===== config.mk =====
export PLATFORM = sky130hd
export DESIGN_NAME = ppi_subfilter_bank_flat
export DESIGN_NICKNAME = d
export VERILOG_FILES = /design/src/rtl/ppi_pkg.sv /design/src/rtl/ppi_subfilter_bank_if.sv /design/src/rtl/ppi_mac.sv /design/src/rtl/ppi_subfilter_bank.sv /design/src/flat_wrapper.sv
export SDC_FILE = /design/constraint.sdc
export NUM_CORES = 1
export LEC_CHECK = 0
export ABC_AREA = 1
export BUFFER_PORTS_ARGS = -buffer_cell sky130_fd_sc_hd__buf_4
export CORE_AREA = 2 2 54 56
export DETAILED_ROUTE_END_ITERATION = 16
export DIE_AREA = 0 0 56 58
export PLACE_DENSITY = 0.73
export SLEW_MARGIN = 20
export SYNTH_ARGS = -nofsm -noshare
export SYNTH_HDL_FRONTEND = slang
export SYNTH_SLANG_ARGS = --single-unit
export TNS_END_PERCENT = 100

===== constraint.sdc =====
create_clock -name i_clk -period 1.3 [get_ports i_clk]
set_clock_uncertainty 0.1 [all_clocks]
set_input_delay 0 -clock i_clk [delete_from_list [all_inputs] [get_ports i_clk]]
set_output_delay 0 -clock i_clk [all_outputs]
set_load 0.01 [all_outputs]

===== src/rtl/ppi_pkg.sv =====
// Shared types and helpers for the PPI polyphase sub-filter bank.
// PPI_BANK_SAT_EN selects saturating (defined) or wrapping (default) output reduction.
package ppi_pkg;

  typedef enum logic [1:0] {
    ST_IDLE = 2'd0,
    ST_MAC  = 2'd1,
    ST_DONE = 2'd2
  } state_e;

  function automatic int clog2_min1(input int n);
    return (n <= 2) ? 1 : $clog2(n);
  endfunction

  // Headroom of clog2(taps) bits keeps the full sum of one branch exact.
  function automatic int acc_width(input int idata, input int coeff, input int taps);
    return idata + coeff + clog2_min1(taps);
  endfunction

  function automatic int coeff_idx(input int p, input int t, input int l);
    return p + l * t;
  endfunction

  // Result is valid in the low ow bits, sign-extended to 64.
  function automatic logic signed [63:0] reduce_out(input logic signed [63:0] r, input int ow);
    logic signed [63:0] hi, lo;
`ifdef PPI_BANK_SAT_EN
    hi = (64'sd1 <<< (ow - 1)) - 64'sd1;
    lo = -hi - 64'sd1;
    if (r > hi) return hi;
    if (r < lo) return lo;
    return r;
`else
    hi = r <<< (64 - ow);
    lo = hi >>> (64 - ow);
    return lo;
`endif
  endfunction

endpackage


===== src/rtl/ppi_subfilter_bank_if.sv =====
// Sample-in / packed-phases-out bus of the PPI sub-filter bank.
interface ppi_subfilter_bank_if #(
  parameter int IW = 8,
  parameter int L  = 4,
  parameter int OW = 16
);
  logic                 i_valid;
  logic signed [IW-1:0] i_data;
  logic [L*OW-1:0]      o_data;
  logic                 o_valid;
  logic                 o_busy;
  logic                 o_ovf;

  modport master (output i_valid, i_data, input o_data, o_valid, o_busy, o_ovf);
  modport slave  (input i_valid, i_data, output o_data, o_valid, o_busy, o_ovf);
endinterface


===== src/rtl/ppi_mac.sv =====
// Time-shared signed multiply-accumulate; o_sum is the combinational next sum.
module ppi_mac #(
  parameter int IW = 8,
  parameter int CW = 8,
  parameter int AW = 18
) (
  input  logic                 i_clk,
  input  logic                 i_rst_an,
  input  logic                 i_ena,
  input  logic                 i_clr,
  input  logic                 i_acc,
  input  logic signed [IW-1:0] i_x,
  input  logic signed [CW-1:0] i_h,
  output logic signed [AW-1:0] o_sum
);
  logic signed [IW+CW-1:0] prod;
  logic signed [AW-1:0]    acc_d, acc_q;

  assign prod  = i_x * i_h;
  assign o_sum = acc_q + AW'(prod);

  always_comb begin
    acc_d = acc_q;
    if (i_clr)      acc_d = '0;
    else if (i_acc) acc_d = o_sum;
  end

  always_ff @(posedge i_clk) begin
    if (!i_rst_an)  acc_q <= '0;
    else if (i_ena) acc_q <= acc_d;
  end
endmodule


===== src/rtl/ppi_subfilter_bank.sv =====
// Polyphase sub-filter bank: one MAC computes all L branch outputs per input sample.
// PPI_BANK_SAT_EN (see ppi_pkg) selects saturating output reduction.
module ppi_subfilter_bank
  import ppi_pkg::*;
#(
  parameter int gp_idata_width          = 8,
  parameter int gp_coeff_width          = 8,
  parameter int gp_interpolation_factor = 4,
  parameter int gp_taps_per_phase       = 4,
  parameter int gp_odata_width          = 16,
  parameter int gp_shift                = 0,
  parameter logic [gp_interpolation_factor*gp_taps_per_phase*gp_coeff_width-1:0] gp_coeffs = '0
) (
  input logic i_clk,
  input logic i_rst_an,
  input logic i_ena,
  ppi_subfilter_bank_if.slave bus
);
  localparam int L   = gp_interpolation_factor;
  localparam int T   = gp_taps_per_phase;
  localparam int IW  = gp_idata_width;
  localparam int CW  = gp_coeff_width;
  localparam int OW  = gp_odata_width;
  localparam int A   = acc_width(IW, CW, T);
  localparam int PW  = clog2_min1(L);
  localparam int TW  = clog2_min1(T);
  localparam int NC  = L * T;
  localparam int CIW = clog2_min1(NC);

  logic signed [CW-1:0] coef [NC];
  for (genvar g = 0; g < NC; g++) begin : g_coef
    assign coef[g] = gp_coeffs[g*CW +: CW];
  end

  state_e                 state_q, state_d;
  logic [T-1:0][IW-1:0]   dline_q, dline_d;
  logic [PW-1:0]          phase_q, phase_d;
  logic [TW-1:0]          tap_q, tap_d;
  logic [L-1:0][OW-1:0]   stage_q, stage_d;
  logic [L-1:0][OW-1:0]   odata_q, odata_d;
  logic                   ovalid_q, ovalid_d;
  logic                   ovf_q, ovf_d;

  logic                   mac_clr, mac_acc;
  logic signed [IW-1:0]   mac_x;
  logic signed [CW-1:0]   mac_h;
  logic signed [A-1:0]    mac_sum;
  logic signed [63:0]     r64;
  logic [CIW-1:0]         cidx;
  logic                   last_tap, last_phase;

  assign last_tap   = (tap_q == TW'(T - 1));
  assign last_phase = (phase_q == PW'(L - 1));
  assign cidx       = CIW'(coeff_idx(int'(phase_q), int'(tap_q), L));
  assign mac_x      = dline_q[tap_q];
  assign mac_h      = coef[cidx];
  assign r64        = 64'(mac_sum) >>> gp_shift;

  ppi_mac #(.IW(IW), .CW(CW), .AW(A)) u_mac (
    .i_clk    (i_clk),
    .i_rst_an (i_rst_an),
    .i_ena    (i_ena),
    .i_clr    (mac_clr),
    .i_acc    (mac_acc),
    .i_x      (mac_x),
    .i_h      (mac_h),
    .o_sum    (mac_sum)
  );

  always_ff @(posedge i_clk) begin
    if (!i_rst_an)  state_q <= ST_IDLE;
    else if (i_ena) state_q <= state_d;
  end

  always_comb begin
    state_d = state_q;
    case (state_q)
      ST_IDLE: if (bus.i_valid) state_d = ST_MAC;
      ST_MAC:  if (last_tap && last_phase) state_d = ST_DONE;
      ST_DONE: state_d = ST_IDLE;
      default: state_d = ST_IDLE;
    endcase
  end

  always_comb begin
    dline_d  = dline_q;
    phase_d  = phase_q;
    tap_d    = tap_q;
    stage_d  = stage_q;
    odata_d  = odata_q;
    ovalid_d = 1'b0;
    // Any strobe outside IDLE (including DONE) is dropped and flagged.
    ovf_d    = ovf_q | (bus.i_valid & (state_q != ST_IDLE));
    mac_clr  = 1'b0;
    mac_acc  = 1'b0;
    case (state_q)
      ST_IDLE: begin
        if (bus.i_valid) begin
          dline_d[0] = bus.i_data;
          for (int i = 1; i < T; i++) dline_d[i] = dline_q[i-1];
          mac_clr = 1'b1;
          phase_d = '0;
          tap_d   = '0;
        end
      end
      ST_MAC: begin
        if (last_tap) begin
          stage_d[phase_q] = OW'(reduce_out(r64, OW));
          mac_clr = 1'b1;
          tap_d   = '0;
          phase_d = phase_q + 1'b1;
        end else begin
          mac_acc = 1'b1;
          tap_d   = tap_q + 1'b1;
        end
      end
      ST_DONE: begin
        odata_d  = stage_q;
        ovalid_d = 1'b1;
      end
      default: ;
    endcase
  end

  always_ff @(posedge i_clk) begin
    if (!i_rst_an) begin
      dline_q  <= '0;
      phase_q  <= '0;
      tap_q    <= '0;
      stage_q  <= '0;
      odata_q  <= '0;
      ovalid_q <= 1'b0;
      ovf_q    <= 1'b0;
    end else if (i_ena) begin
      dline_q  <= dline_d;
      phase_q  <= phase_d;
      tap_q    <= tap_d;
      stage_q  <= stage_d;
      odata_q  <= odata_d;
      ovalid_q <= ovalid_d;
      ovf_q    <= ovf_d;
    end
  end

  assign bus.o_data  = odata_q;
  assign bus.o_valid = ovalid_q;
  assign bus.o_busy  = (state_q != ST_IDLE);
  assign bus.o_ovf   = ovf_q;
endmodule


===== src/flat_wrapper.sv =====
// flat-port wrapper written by rule: the top's interface ports become plain ports
module ppi_subfilter_bank_flat import ppi_pkg::*;
#(
  parameter int gp_idata_width          = 8,
  parameter int gp_coeff_width          = 8,
  parameter int gp_interpolation_factor = 4,
  parameter int gp_taps_per_phase       = 4,
  parameter int gp_odata_width          = 16,
  parameter int gp_shift                = 0,
  parameter logic [gp_interpolation_factor*gp_taps_per_phase*gp_coeff_width-1:0] gp_coeffs = '0
)
  (i_clk, i_rst_an, i_ena, bus_i_valid, bus_i_data, bus_o_data, bus_o_valid, bus_o_busy, bus_o_ovf);
  ppi_subfilter_bank_if #(.IW(8), .L(4), .OW(16)) bus_i ();
  input logic i_clk;
  input logic i_rst_an;
  input logic i_ena;
  input wire logic [$bits(bus_i.i_valid)-1:0] bus_i_valid;
  input wire logic [$bits(bus_i.i_data)-1:0] bus_i_data;
  output wire logic [$bits(bus_i.o_data)-1:0] bus_o_data;
  output wire logic [$bits(bus_i.o_valid)-1:0] bus_o_valid;
  output wire logic [$bits(bus_i.o_busy)-1:0] bus_o_busy;
  output wire logic [$bits(bus_i.o_ovf)-1:0] bus_o_ovf;
  assign bus_i.i_valid = bus_i_valid;
  assign bus_i.i_data = bus_i_data;
  assign bus_o_data = bus_i.o_data;
  assign bus_o_valid = bus_i.o_valid;
  assign bus_o_busy = bus_i.o_busy;
  assign bus_o_ovf = bus_i.o_ovf;
  ppi_subfilter_bank #(.gp_idata_width(gp_idata_width), .gp_coeff_width(gp_coeff_width), .gp_interpolation_factor(gp_interpolation_factor), .gp_taps_per_phase(gp_taps_per_phase), .gp_odata_width(gp_odata_width), .gp_shift(gp_shift), .gp_coeffs(gp_coeffs)) u_core (.i_clk(i_clk), .i_rst_an(i_rst_an), .i_ena(i_ena), .bus(bus_i));
endmodule

==> results of run 1 <==
## where the power goes
group | switching (mW) | leakage (nW) | total, mW | internal, mW
clock | 0.0899 | 0.0138 | 0.196 | 0.106
combinational | 0.118 | 0.388 | 0.148 | 0.0299
sequential | 0.00858 | 0.0654 | 0.262 | 0.254
## worst max path at each step
stage                                   startpoint                        endpoint  slack [ps]  cells after the start
global placement      u_core.tap_q[0]$_SDFFE_PN0P_  u_core.phase_q[1]$_SDFFE_PN0P_          50                      4
CTS                   u_core.tap_q[0]$_SDFFE_PN0P_  u_core.phase_q[1]$_SDFFE_PN0P_           9                      4
finish              u_core.phase_q[0]$_SDFFE_PN0P_  u_core.phase_q[1]$_SDFFE_PN0P_         110                      4
global route          u_core.tap_q[1]$_SDFFE_PN0P_  u_core.phase_q[1]$_SDFFE_PN0P_          30                      4
floorplan             u_core.tap_q[0]$_SDFFE_PN0P_  u_core.phase_q[1]$_SDFFE_PN0P_         130                      4
detailed placement    u_core.tap_q[0]$_SDFFE_PN0P_  u_core.phase_q[1]$_SDFFE_PN0P_          40                      4
## worst max-delay path: cells and delay by family (launching register included)
| family | cells | cell delay [ps] |
|---|---|---|
| buffers and inverters | 1 | 70 |
| and+or+nand+nor | 1 | 240 |
| AOI/OAI and AO/OA | 1 | 120 |
| adders and majority gates | 1 | 280 |
| DFF | 1 | 330 |
## final cells by class
type | instances | share of cell area, %
clock buffer | 3 | 2.84
inverter | 9 | 4.27
multi-input combinational | 104 | 59.4
sequential | 8 | 20.4
tap | 31 | 4.90
timing repair buffer | 8 | 8.21
## flip-flops by register name (all words and copies together), names as in the netlist
signal and cells:
u_core.bus.o_valid 1, u_core.phase_q 2, u_core.tap_q 2, u_core.state_q 2, u_core.bus.o_ovf 1
## cells by family (layout without fill, tap and decap cells)
logic type | Yosys count | in the layout | synth area share, %
buffers and inverters | 73 | 20 | 57.4
AND/OR/NAND/NOR | 27 | 27 | 14.1
AO/OA/AOI/OAI | 10 | 10 | 6.01
flip-flops | 8 | 8 | 17.9
adder cells (fa/ha/maj) | 3 | 3 | 4.19
other | 1 | 64 | 0.419
## metal layers
| layer | GRT usage (%) | share of wire, % | wire length, microns |
|---|---|---|---|
| met1 | 6.82 | 37 | 383 |
| met2 | 9.08 | 47 | 484 |
| met3 | 1.34 | 13 | 129 |
| met4 | 5.10 | 2.8 | 29 |
| met5 | 0 | 0 | 0 |
## cell usage after synthesis (all sizes together)
cell   instances
buf           64
dfxtp          8
nand4          1
nand2         15
conb           1
inv            9
o21ai          3
ha             3
or2            1
nor3           2
nand3          1
a21oi          7
nor2           7
## repair_timing
item / 4_1_cts / 5_1_grt
setup endpoints to repair: 0 / 2
gates resized for setup: 0 / 3
hold buffers: 2 / 0
hold endpoints to repair: 7 / 0
## metrics by stage
step           area, sq um  instances
2_1_floorplan         1130        185
3_3_place_gp           736        158
3_5_place_dp           736        158
4_1_cts                778        163
5_1_grt                792        163
6_report               792        163
==> run summary, run 1 <==
Clk Latency, worst-skew pair = 260 ps
Detail Route Antenna Nets = 0
Die height = 58 microns
Root buf cell = clkbuf_4
Commonest non-fill, non-tap cell in the layout = conb_1
Worst hold start = bus_i_valid
Synthesis Warnings = 0
WL/cell = 6.30 microns
Worst Path Arrival = 1280 ps
TritonCTS buffer count = 3
Core area = 0.00266 sq mm
Critical path fanouts, max = 3
FF/Latch Area = 161 sq um
Register area share after synthesis = 17.9%
R2r startpoint = u_core.phase_q[0]$_SDFFE_PN0P_
Dpl ws = 35.8 ps
Share of layout cells above drive strength 1 = 13.6%
Final core utilization = 29.7%
Req. time, crit path = 1400 ps
Placer's final routability congestion estimate = 0.835
Congestion Overflow GR = 0
Clock-pin slew on the worst setup and hold paths = 50 ps
Fin nets = 149
Final period utilization = 91.3%
Reg2reg path depth = 4
Largest net degree at the start of global routing = 8
Dpl hpwl = 854 microns
Initial antenna violation count = 0
HP Class = in2reg
Most frequent cells in the layout = conb_1 (64), nand2_1 (13), inv_1 (7), nor2_1 (7), dfxtp_1 (7)
Setup Crit Path Kind = reg2reg
Die width = 56 microns
#FFs+latches synth = 8
Crit-path cells = inv_1 > ha_1 > or2_1 > a21oi_2
Minimum clock period = 1190 ps
Port Buf Inserts = 6
Via count = 530
Filler instances = 298
GRT Total Usage = 5.86%
H-tree depth = 1
CP max stage delay = 330 ps
Hold EP = u_core.bus.o_ovf$_SDFFE_PN0P_
Hold Path Stages = 5
Vias in the first global route = 359
Cell variety after synth = 18
FF-to-FF End = u_core.phase_q[1]$_SDFFE_PN0P_
DR pass1 iterations = 2
CP endpoint kind = flip-flop
Area Growth Syn to Fin = -11.6%
Final setup margin = 113 ps
CTS tree = done
First-pass GRT wire length = 1470 microns
Area of the multi-input gates = 470 sq um
Row cnt = 19
Synth area leaders = buf_4 (54%), dfxtp_1 (18%), nand2_1 (5.4%), ha_1 (4.2%), a21oi_1 (3.4%)
Post-Synthesis Cells = 122
Postcts setup bufs = 0
Status = finished, final reports clean
Fin. Hold Viols = 0
Final setup violating endpoints = 0
Setup TNS = 0 ps
Power, Total = 606 uW
Pins Over Slew Limit = 0
Syn Area/Cell = 7.34 sq um
Netlist Area Pre-Place = 896 sq um
VDD IR max = 0.502 mV
Reg2Reg Setup Slack = 110 ps
Die ar. = 0.00325 sq mm
Initial DRC count = 3
Sink Count = 8
Hold_ws = 26.1 ps
RSZ-0062 raised after global routing = false
I/O pin total = 79
Antenna diodes = 0
Synth top area share = 53.6%
DRC = 0
CTS Buffer Depth = 2
Startpoint Class = flip-flop
Max cap viols = 0
Worst path slowest cell = dfxtp_1
Lkg Pwr = 0.468 nW
Post-synth top area cell = buf_4
Max frequency = 0.842 GHz
Power density over the cells = 766 mW/mm^2
Vias/cell = 3.25
Initial Utilization = 33.6%
Routed wire length = 1030 microns
Power figures use the tool's default switching activity.
==> run 2, diff against run 1 <==
CORE_AREA = 4 4 56 58   (was 2 2 54 56)
DIE_AREA = 0 0 60 62   (was 0 0 56 58)
==> run summary, run 2 (synthesis gave the netlist of run 1 again) <==
Status = finished, final reports clean
VDD IR max = 0.436 mV (-13%)
Core area = 0.00266 sq mm (unchanged)
Final setup violating endpoints = 0 (unchanged)
RSZ-0062 raised after global routing = false
Fin. Hold Viols = 0 (unchanged)
H-tree depth = 1 (unchanged)
Hold_ws = 21.9 ps (-4.17 ps)
Die height = 62 microns (+6.9%)
Initial Utilization = 33.6% (unchanged)
Area Growth Syn to Fin = -11.7%
Die ar. = 0.00372 sq mm (+15%)
CTS Buffer Depth = 2 (unchanged)
Initial antenna violation count = 0 (unchanged)
Critical path fanouts, max = 5 (+2)
Final core utilization = 29.7% (-0.047 points)
Root buf cell = clkbuf_4
Minimum clock period = 1230 ps (+38.5 ps)
WL/cell = 7.54 microns (+20%)
Lkg Pwr = 0.467 nW (about the same)
Final period utilization = 94.3% (+3.0 points)
Placer's final routability congestion estimate = 0.849 (+1.8%)
Detail Route Antenna Nets = 0 (unchanged)
Setup Crit Path Kind = reg2reg
Dpl hpwl = 1030 microns (+21%)
Vias in the first global route = 356 (-0.84%)
Vias/cell = 3.34 (+2.6%)
Sink Count = 8 (unchanged)
Max cap viols = 0 (unchanged)
Final Non-Filler Cells = 163 (unchanged)
Power, Total = 610 uW (+0.60%)
Fin nets = 149 (unchanged)
DR pass1 iterations = 2 (unchanged)
Die width = 60 microns (+7.1%)
Req. time, crit path = 1400 ps (about the same)
I/O pin total = 79 (unchanged)
Largest registers = u_core.phase_q (2), u_core.state_q (2), u_core.tap_q (2)
Max frequency = 0.816 GHz (-3.1%)
Share of layout cells above drive strength 1 = 12.9% (-0.76 points)
Clk Latency, worst-skew pair = 260 ps (about the same)
Placed cell count = 158 (unchanged)
DR WL met2 = 641 microns (+32%)
Most frequent cells in the layout = conb_1 (64), nand2_1 (13), dfxtp_1 (8), inv_1 (7), nor2_1 (7)
Routed wire length = 1230 microns (+20%)
Met1 WL = 397 microns (+3.7%)
Congestion Overflow GR = 0 (unchanged)
Pins Over Slew Limit = 0 (unchanged)
Antenna diodes = 0 (unchanged)
DRC = 0 (unchanged)
Clock-pin slew on the worst setup and hold paths = 60 ps (about the same)
CP endpoint kind = flip-flop
GRT Total Usage = 5.67% (-0.20 points)
Port Buf Inserts = 6 (unchanged)
Initial DRC count = 6 (+3)
Row cnt = 19 (unchanged)
Commonest non-fill, non-tap cell in the layout = conb_1
Worst Path Arrival = 1320 ps (+40 ps)
Largest net degree at the start of global routing = 8 (unchanged)
First-pass GRT wire length = 1520 microns (+3.7%)
Via count = 544 (+2.6%)
Power density over the cells = 772 mW/mm^2 (+0.75%)
Startpoint Class = flip-flop
Met3 WL = 173 microns (+34%)
Setup TNS = 0 ps (unchanged)
CTS tree = done
TritonCTS buffer count = 3 (unchanged)
Top sig layer = met4
HP Class = in2reg
run 2: cell counts in the layout (fill, tap and decap cells not counted):
Identical to the previous run, type by type.
run 2: path summary, 6_finish.rpt:
kind                            slack (ps)                        endpoint                     startpoint  cells after the start
worst max-delay path                    70  u_core.phase_q[1]$_SDFFE_PN0P_   u_core.tap_q[0]$_SDFFE_PN0P_                      4
worst min-delay path                    20   u_core.bus.o_ovf$_SDFFE_PN0P_                    bus_i_valid                      5
worst max register to register          70  u_core.phase_q[1]$_SDFFE_PN0P_   u_core.tap_q[0]$_SDFFE_PN0P_                      4
worst min register to register         390   u_core.bus.o_ovf$_SDFFE_PN0P_  u_core.bus.o_ovf$_SDFFE_PN0P_                      2
run 2: timing repair:
| item | in CTS | in global routing |
|---|---|---|
| gates resized for setup | 0 | 2 |
| endpoints found under the hold margin | 5 | 0 |
| hold buffers | 2 | 0 |
| setup endpoints to repair | 0 | 2 |
| setup buffers | 0 | 0 |
run 2: power breakdown:
group          internal, mW  switching (mW)  total, mW
Sequential            0.253         0.00870      0.262
Combinational        0.0302           0.121      0.151
Clock                 0.106          0.0910      0.197
run 2: cell type report:
class / instances / area (sq um)
clock buffers: 3 / 22.5
fillers: 307 / 1870
inverters: 9 / 33.8
multi-input cells: 104 / 470
flip-flops and latches: 8 / 160
well taps: 31 / 38.8
repair buffers: 8 / 65.1
run 2: worst max-delay path, stage by stage (launching register included):
cell and delay, ps:
dfxtp_1 410, ha_4 190, nand4_2 110, or2_1 240, a21oi_2 120
run 2: metrics by stage:
step                instance area, sq um  worst slack [ps]
floorplan                           1130               129
global placement                     736              56.4
detailed placement                   736              18.5
CTS                                  778              7.80
global route                         791              22.2
finish                               791              74.4
run 2: layer usage:
metal  GRT usage, %  vias to the layer above
met5              0                        -
met4           3.80                        0
met3           1.24                        2
met2           10.3                       38
met1           5.79                      237
li1               -                      267
==> run 3, diff against run 2 <==
CORE_AREA = 4 4 179 181   (was 4 4 56 58)
DIE_AREA = 0 0 183 185   (was 0 0 60 62)
PLACE_DENSITY = default   (was 0.73)
SYNTH_HIERARCHICAL = 1   (was default)
==> run summary, run 3 <==
Status = finished, violations left
Failing checks = setup timing
RSZ-0062 raised after global routing = true
DRC = 0 (unchanged)
GRT Total Usage = 18.4% (+13 points)
Hold EP = u_core/u_mac/acc_q[8]$_SDFFE_PN0P_
Met1 WL = 13700 microns (+3300%)
Finished Cell Area = 0.0156 sq mm (+1900%)
VDD IR max = 2.49 mV (+470%)
Post-Synthesis Cells = 1282 (+950%)
Final setup violating endpoints = 183 (+183)
Dpl hpwl = 18400 microns (+1700%)
Critical path fanouts, max = 5 (unchanged)
Pins Over Slew Limit = 0 (unchanged)
Fin. Hold Viols = 0 (unchanged)
Row cnt = 64 (+45)
Placed cell area = 0.0119 sq mm (+1500%)
Req. time, crit path = 1520 ps (+120 ps)
Worst Path Arrival = 3580 ps (+2260 ps)
Worst hold start = i_ena
Clk Latency, worst-skew pair = 450 ps (+190 ps)
Power density over the cells = 2130 mW/mm^2 (+180%)
Most frequent cells in the layout = nand2_1 (175), dfxtp_1 (164), buf_4 (122), nor2_1 (119), inv_1 (112)
WL/cell = 17.5 microns (+130%)
Minimum clock period = 3360 ps (+2130 ps)
Share of layout cells above drive strength 1 = 43.8% (+31 points)
Reg2reg path depth = 9 (+5)
Synthesis Warnings = 6 (+6)
Port Buf Inserts = 78 (+72)
Routed wire length = 32400 microns (+2500%)
DR WL met2 = 16800 microns (+2500%)
Die ar. = 0.0339 sq mm (+810%)
Final setup margin = -2060 ps (-2130 ps)
R2r startpoint = u_core/u_mac/acc_q[9]$_SDFFE_PN0P_
DR pass1 iterations = 5 (+3)
Congestion Overflow GR = 0 (unchanged)
Largest net degree at the start of global routing = 82 (+74)
TritonCTS buffer count = 17 (+14)
I/O pin total = 79 (unchanged)
Placer's final routability congestion estimate = 0.826 (-2.7%)
Max cap viols = 0 (unchanged)
CTS tree = done
Initial antenna violation count = 0 (unchanged)
Top sig layer = met4
Fin nets = 1573 (+960%)
Met3 WL = 1460 microns (+750%)
First-pass GRT wire length = 49800 microns (+3200%)
Setup Crit Path Kind = reg2reg
Clock-pin slew on the worst setup and hold paths = 70 ps (about the same)
H-tree depth = 4 (+3)
Hold_ws = 28.2 ps (+6.29 ps)
Commonest non-fill, non-tap cell in the layout = nand2_1
Die height = 185 microns (+200%)
Hold Path Stages = 5 (unchanged)
HP Class = in2reg
Initial Utilization = 33.1% (-0.50 points)
Startpoint Class = flip-flop
Via count = 9289 (+1600%)
Core area = 0.0304 sq mm (+1000%)
Vias in the first global route = 9449 (+2600%)
Vias/cell = 5.02 (+50%)
FF-to-FF End = u_core/stage_q[57]$_SDFFE_PN0P_
Rel. slew slack = 41.9%
CTS Buffer Depth = 2 (unchanged)
CP endpoint kind = flip-flop
Die width = 183 microns (+200%)
Initial DRC count = 779 (+773)
Sink Count = 184 (+176)
Root buf cell = clkbuf_16
Lkg Pwr = 6.53 nW (+1300%)
Worst-Margin Slew = 872 ps
Final period utilization = 258% (+160 points)
Detail Route Antenna Nets = 0 (unchanged)
Syn Area/Cell = 7.87 sq um (+7.1%)
Max frequency = 0.298 GHz (-64%)
Area Growth Syn to Fin = 55.1%
Reg2Reg Setup Slack = -2060 ps (-2130 ps)
Antenna diodes = 0 (unchanged)
Netlist Area Pre-Place = 0.0101 sq mm (+1000%)
## run 3: critical path, cell delays in order, from the launching register on
cell and delay [ps]:
dfxtp_2 330, fa_1 470, fa_1 490, fa_1 470, fa_1 490, ha_4 240
ha_4 260, xor2_4 220, nand3_1 90, a21oi_1 60
## run 3: final cells by class
cell class / count / area (sq um)
fillers: 2618 / 14800
multi-input cells: 884 / 7710
flip-flops and latches: 184 / 3720
repair buffers: 211 / 2510
inverters: 142 / 582
well taps: 396 / 495
clock buffers: 18 / 439
clock inverters: 14 / 180
repair inverters: 1 / 11.3
## run 3: metrics by stage
| stage | utilization, % | std cells | setup slack (ps) | total power, mW | setup TNS (ps) |
|---|---|---|---|---|---|
| floorplan | - | 1289 | -1910 | 19.4 | -96790 |
| global placement | 39.0 | 1744 | -1980 | 23.9 | -123840 |
| detailed placement | 39.0 | 1744 | -2030 | 24.1 | -127930 |
| CTS | 49.0 | 1851 | -2040 | 31.8 | -134690 |
| global route | 51.4 | 1850 | -2130 | 35.3 | -151670 |
| finish | 51.4 | 1850 | -2060 | 33.3 | -141500 |
## run 3: what timing repair did
action | 4_1_cts | 5_1_grt
endpoints found under the setup margin | 183 | 185
hold endpoints to repair | 31 | 0
pin swaps | 104 | 63
cloned | 34 | 2
buffers inserted | 31 | 19
hold buffers | 12 | 0
gates resized for setup | 358 | 246
## run 3: how the worst max path moves through the flow
| stage | from | endpoint | slack [ps] | cells after the start |
|---|---|---|---|---|
| 2_1_floorplan | u_core/u_mac/acc_q[11]$_SDFFE_PN0P_ | u_core/stage_q[11]$_SDFFE_PN0P_ | -1910 | 9 |
| 6_report | u_core/u_mac/acc_q[9]$_SDFFE_PN0P_ | u_core/stage_q[57]$_SDFFE_PN0P_ | -2060 | 9 |
| 3_5_place_dp | u_core/u_mac/acc_q[9]$_SDFFE_PN0P_ | u_core/stage_q[9]$_SDFFE_PN0P_ | -2030 | 9 |
| 5_1_grt | u_core/u_mac/acc_q[9]$_SDFFE_PN0P_ | u_core/stage_q[57]$_SDFFE_PN0P_ | -2130 | 9 |
| 3_3_place_gp | u_core/u_mac/acc_q[11]$_SDFFE_PN0P_ | u_core/stage_q[11]$_SDFFE_PN0P_ | -1980 | 9 |
| 4_1_cts | u_core/u_mac/acc_q[9]$_SDFFE_PN0P_ | u_core/stage_q[9]$_SDFFE_PN0P_ | -2040 | 9 |
## run 3: routing by layer
metal | GRT usage [%] | vias up
li1 | - | 4364
met1 | 23.4 | 4617
met2 | 32.4 | 268
met3 | 3.44 | 40
met4 | 4.53 | 0
met5 | 0 | -
## run 3: report_power, final
group,switching (mW),internal (mW)
clock network,2.51,2.98
logic,11.9,9.76
registers,0.234,5.91
total,14.6,18.6
